**src/rtl/seq_gen.sv**
```systemverilog
// Serial pattern transmitter: shifts a latched frame out MSB-first, repeats it with idle gaps, then pulses Done.
// Optional even-parity bit per frame when SEQ_GEN_PARITY_EN is defined.
module seq_gen #(
  parameter int unsigned PAT_LEN = 8,
  parameter int unsigned GAP_LEN = 2,
  parameter int unsigned CNT_W   = 4
) (
  input  logic               CLK,
  input  logic               RST,
  input  logic               Start,
  input  logic               Abort,
  input  logic [PAT_LEN-1:0] Pattern,
  input  logic [CNT_W-1:0]   Count,
  output logic               Out1,
  output logic               Busy,
  output logic               Done
);

`ifdef SEQ_GEN_PARITY_EN
  localparam int unsigned FW = PAT_LEN + 1;
`else
  localparam int unsigned FW = PAT_LEN;
`endif
  localparam int unsigned BW = $clog2(FW);
  localparam int unsigned GW = 4;

  localparam logic [1:0] S_IDLE  = 2'd0;
  localparam logic [1:0] S_SHIFT = 2'd1;
  localparam logic [1:0] S_GAP   = 2'd2;

  localparam logic [BW-1:0] BIT_INIT = BW'(FW - 1);
  localparam logic [GW-1:0] GAP_INIT = (GAP_LEN > 0) ? GW'(GAP_LEN - 1) : '0;

  logic [1:0]       state, state_d;
  logic [FW-1:0]    sr, sr_d;
  logic [FW-1:0]    frame, frame_d;
  logic [BW-1:0]    bitcnt, bit_d;
  logic [CNT_W-1:0] rep, rep_d;
  logic [GW-1:0]    gapcnt, gap_d;
  logic             pend, pend_d;
  logic             out1_d, busy_d, done_d;
  logic [FW-1:0]    latched;

  // Frame as captured at Start; parity bit computed once here
`ifdef SEQ_GEN_PARITY_EN
  assign latched = {Pattern, ^Pattern};
`else
  assign latched = Pattern;
`endif

  always_ff @(posedge CLK) begin
    if (RST) begin
      state  <= S_IDLE;
      sr     <= '0;
      frame  <= '0;
      bitcnt <= '0;
      rep    <= '0;
      gapcnt <= '0;
      pend   <= 1'b0;
      Out1   <= 1'b0;
      Busy   <= 1'b0;
      Done   <= 1'b0;
    end else begin
      state  <= state_d;
      sr     <= sr_d;
      frame  <= frame_d;
      bitcnt <= bit_d;
      rep    <= rep_d;
      gapcnt <= gap_d;
      pend   <= pend_d;
      Out1   <= out1_d;
      Busy   <= busy_d;
      Done   <= done_d;
    end
  end

  // Outputs reflect the state one cycle late, so Done lands on the first all-idle cycle
  always_comb begin
    state_d = state;
    sr_d    = sr;
    frame_d = frame;
    bit_d   = bitcnt;
    rep_d   = rep;
    gap_d   = gapcnt;
    pend_d  = 1'b0;
    out1_d  = 1'b0;
    busy_d  = 1'b0;
    done_d  = pend;

    case (state)
      S_IDLE: begin
        if (Start) begin
          frame_d = latched;
          sr_d    = latched;
          rep_d   = (Count == '0) ? CNT_W'(1) : Count;
          bit_d   = BIT_INIT;
          state_d = S_SHIFT;
        end
      end

      S_SHIFT: begin
        out1_d = sr[FW-1];
        busy_d = 1'b1;
        if (Abort) begin
          state_d = S_IDLE;
        end else begin
          sr_d  = {sr[FW-2:0], 1'b0};
          bit_d = bitcnt - BW'(1);
          if (bitcnt == '0) begin
            if (rep > CNT_W'(1)) begin
              rep_d = rep - CNT_W'(1);
              if (GAP_LEN == 0) begin
                sr_d  = frame;
                bit_d = BIT_INIT;
              end else begin
                gap_d   = GAP_INIT;
                state_d = S_GAP;
              end
            end else begin
              state_d = S_IDLE;
              pend_d  = 1'b1;
            end
          end
        end
      end

      S_GAP: begin
        busy_d = 1'b1;
        if (Abort) begin
          state_d = S_IDLE;
        end else if (gapcnt == '0) begin
          sr_d    = frame;
          bit_d   = BIT_INIT;
          state_d = S_SHIFT;
        end else begin
          gap_d = gapcnt - GW'(1);
        end
      end

      default: begin
        state_d = S_IDLE;
        done_d  = 1'b0;
      end
    endcase
  end

endmodule

```
**config.mk**
```make
export PLATFORM = sky130hd
export DESIGN_NAME = seq_gen
export DESIGN_NICKNAME = d
export VERILOG_FILES = /design/src/rtl/seq_gen.sv
export SDC_FILE = /design/constraint.sdc
export NUM_CORES = 1
export LEC_CHECK = 0
export CORE_MARGIN = 3
export CORE_UTILIZATION = 60
export DETAILED_ROUTE_END_ITERATION = 12
export GPL_TIMING_DRIVEN = 0
export PLACE_DENSITY = 0.95
export SLEW_MARGIN = 25
export SYNTH_ARGS = -nofsm -noshare
export SYNTH_HDL_FRONTEND = slang
export SYNTH_SLANG_ARGS = --single-unit
export TNS_END_PERCENT = 5
```
**constraint.sdc**
```tcl
create_clock -name CLK -period 6.2 [get_ports CLK]
set_input_delay 1.55 -clock CLK [delete_from_list [all_inputs] [get_ports CLK]]
set_output_delay 1.55 -clock CLK [all_outputs]
set_load 0.01 [all_outputs]
```
==> qor.txt <==
Synth cell count leaders: dfxtp_1, nor2_1, nand2_1
IO Port Bufs: 17
Clock power frac: 0.283
Vias in the first global route: 1478
I/O Pins: 19
Footprint of the multi-input gates: 995 sq um
Via count: 1635
Crit Path Class: input port to register
Yosys warning count: 0
Tightest Hold Check Type: register to register
Synth top area cells: dfxtp_1, ha_1, a21oi_1
Number of setup buffers added after CTS: 0
WP data arrival: 3.45 ns
Initial antenna violation count: 0
Post-DP HPWL: 2750 microns
Final Skew: 0.00504 ns
Min Tclk post-route: 3.20 ns
Sink Count: 33
Fraction of the yosys area taken by sequential cells: 0.375
Gr usage total: 0.233
R2R depth: 8
Post-route ant nets: 0
DRT Pass-1 Iters: 4
# diodes: 0
FF/Latch Area: 661 sq um
Cell-internal power: 392 uW
Least-Margin Pin Slew: 0.653 ns
Fin Setup TNS: 0 ns
Syn nets: 236
Post-synth top flop: dfxtp_1
Tcrit/Tclk final: 0.517
Outcome: finished, final reports clean
Max Cap Viol: 0
Share of cells above drive strength 1: 0.0638
Num CTS Buffers: 5
PD cells: 284 mW/mm^2
Slew Limit Fails: 0
Seq pwr share: 0.430
CTS tree: done
Synthesized netlist cell count: 210
Post-CTS Resized: 0
Setup repair after global routing missed its margin: false
Core area: 0.00278 sq mm
Total power: 584 uW
Area growth from synthesis to layout: 16.6%
Clk Latency, worst-skew pair: 0.34 ns
Kind of start point of the critical path: input port
Comb power frac: 0.287
Die area: 0.00362 sq mm
Pleak: 0.803 nW
Worst Hold Depth: 2
CP Max Fanout: 6
Die span in y: 60.2 microns
Hold Vio Cnt, Final: 0
CTS Buffer Depth: 2
Data required, critical path: 6.45 ns
Psw: 192 uW
Drt wl/cell: 14.5 microns
Net Sw Frac: 0.329
Htree depth: 2
Via density: 6.15
Setup-failing EPs final: 0
Worst vdd rail ir drop: 0.273 mV
Leading area contributor after synthesis: dfxtp_1
Placer Congestion: 0.859
Clock transition at path regs: 0.11 ns
Synth top area share: 0.375
Total wire length: 3860 microns
Initial Utilization: 0.633
DRT iter0 DRCs: 108
Root buf cell: clkbuf_4
Largest net degree at the start of global routing: 13
Fraction of registers with async set or reset after synthesis: 0
Distinct cell type count after synthesis: 46
Fillers: 208
Fmax: 0.312 GHz
First-pass GRT wire length: 6380 microns
Endpoint class of the critical path: register
Avg Cell Area, Syn: 8.39 sq um
GR Overflow Total: 0
# hold bufs at CTS: 0
Post-Syn Area: 0.00176 sq mm
Die X: 60.2 microns
Worst relative slew slack: 0.562
# rows: 19
Layout Nets: 260
Seq cells post-synth: 33
Top-count cell post-synth: dfxtp_1
DRC: 0
Post-synth EDFFs: 0
## path summary, 6_finish.rpt
path | slack (ns) | from | end
setup / recovery | 3.00 | Abort | rep[3]
hold / removal | 0.46 | frame[0] | frame[0]
setup reg to reg | 3.93 | state[0] | sr[4]
hold reg to reg | 0.46 | frame[0] | frame[0]
## flip-flops by register name, indices dropped and copies added (netlist names)
signal / flops
Busy: 1
Done: 1
Out1: 1
bitcnt: 3
frame: 8
gapcnt: 4
pend: 1
rep: 4
sr: 8
state: 2
## layout make-up
type	count	share of cell area
multi-input cells	151	0.484
flip-flops and latches	33	0.322
repair buffers	17	0.0828
plain buffers	14	0.0298
clock inverters	3	0.0225
inverters	12	0.0219
well taps	31	0.0189
clock buffers	5	0.0183
## layout by cell type (no fill, tap or decap), drive strengths merged, types with 2 or more instances in the layout
cell           synthesis  layout
a211oi                 3       3
a21oi                 21      21
a22oi                  8       8
a311oi                 2       2
a31oi                  2       2
and2                   2       2
and3                   3       3
buf                    3       3
clkbuf                11      16
clkdlybuf4s50          0      17
dfxtp                 33      33
ha                    10      10
inv                   12      12
mux2i                  8       8
nand2                 22      22
nand2b                 5       5
nand3                  2       2
nor2                  24      24
nor2b                  6       6
nor3                   3       3
nor3b                  2       2
nor4                   2       2
o211ai                 2       2
o21ai                  2       2
o32ai                  4       4
## stage by stage
stage | std cells | hold WS (ns) | cell area, sq um | utilization | setup slack, ns
finish | 266 | 0.462 | 2050 | 0.739 | 3.00
global route | 266 | 0.483 | 2050 | 0.739 | 2.84
CTS | 266 | 0.463 | 2050 | 0.739 | 3.05
detailed placement | 258 | 0.447 | 1970 | 0.709 | 2.69
global placement | 258 | 0.443 | 1970 | 0.709 | 2.70
floorplan | 210 | 0.437 | 1760 | - | 3.49
## cell families (layout without fill, tap and decap cells)
kind of cell / count (synthesis) / after routing / synth area share
and+or+nand+nor: 75 / 75 / 0.210
muxes: 8 / 8 / 0.0455
DFF: 33 / 33 / 0.375
adders and majority gates: 10 / 10 / 0.0710
buffers and inverters: 26 / 51 / 0.0604
AOI/OAI and AO/OA: 58 / 58 / 0.239
## power groups by stage
stage	Sequential [mW]	Combinational, mW	Clock [mW]
after floorplan	0.253	0.121	0
after global placement	0.255	0.158	0
after detailed placement	0.256	0.164	0
after CTS	0.251	0.166	0.165
after global routing	0.254	0.186	0.177
final	0.251	0.168	0.165
## routing by layer
metal	vias up	track usage	wire, microns
li1	806	-	-
met1	780	0.260	1610
met2	44	0.418	2030
met3	5	0.0778	200
met4	0	0.0601	23
met5	-	0	0
## worst max-delay path, stage by stage
cell	delay (ns)
clkdlybuf4s50_1	0.48
nand4bb_1	0.30
a211oi_1	0.61
nor2_1	0.20
o32ai_1	0.31
Power figures use the tool's default switching activity.
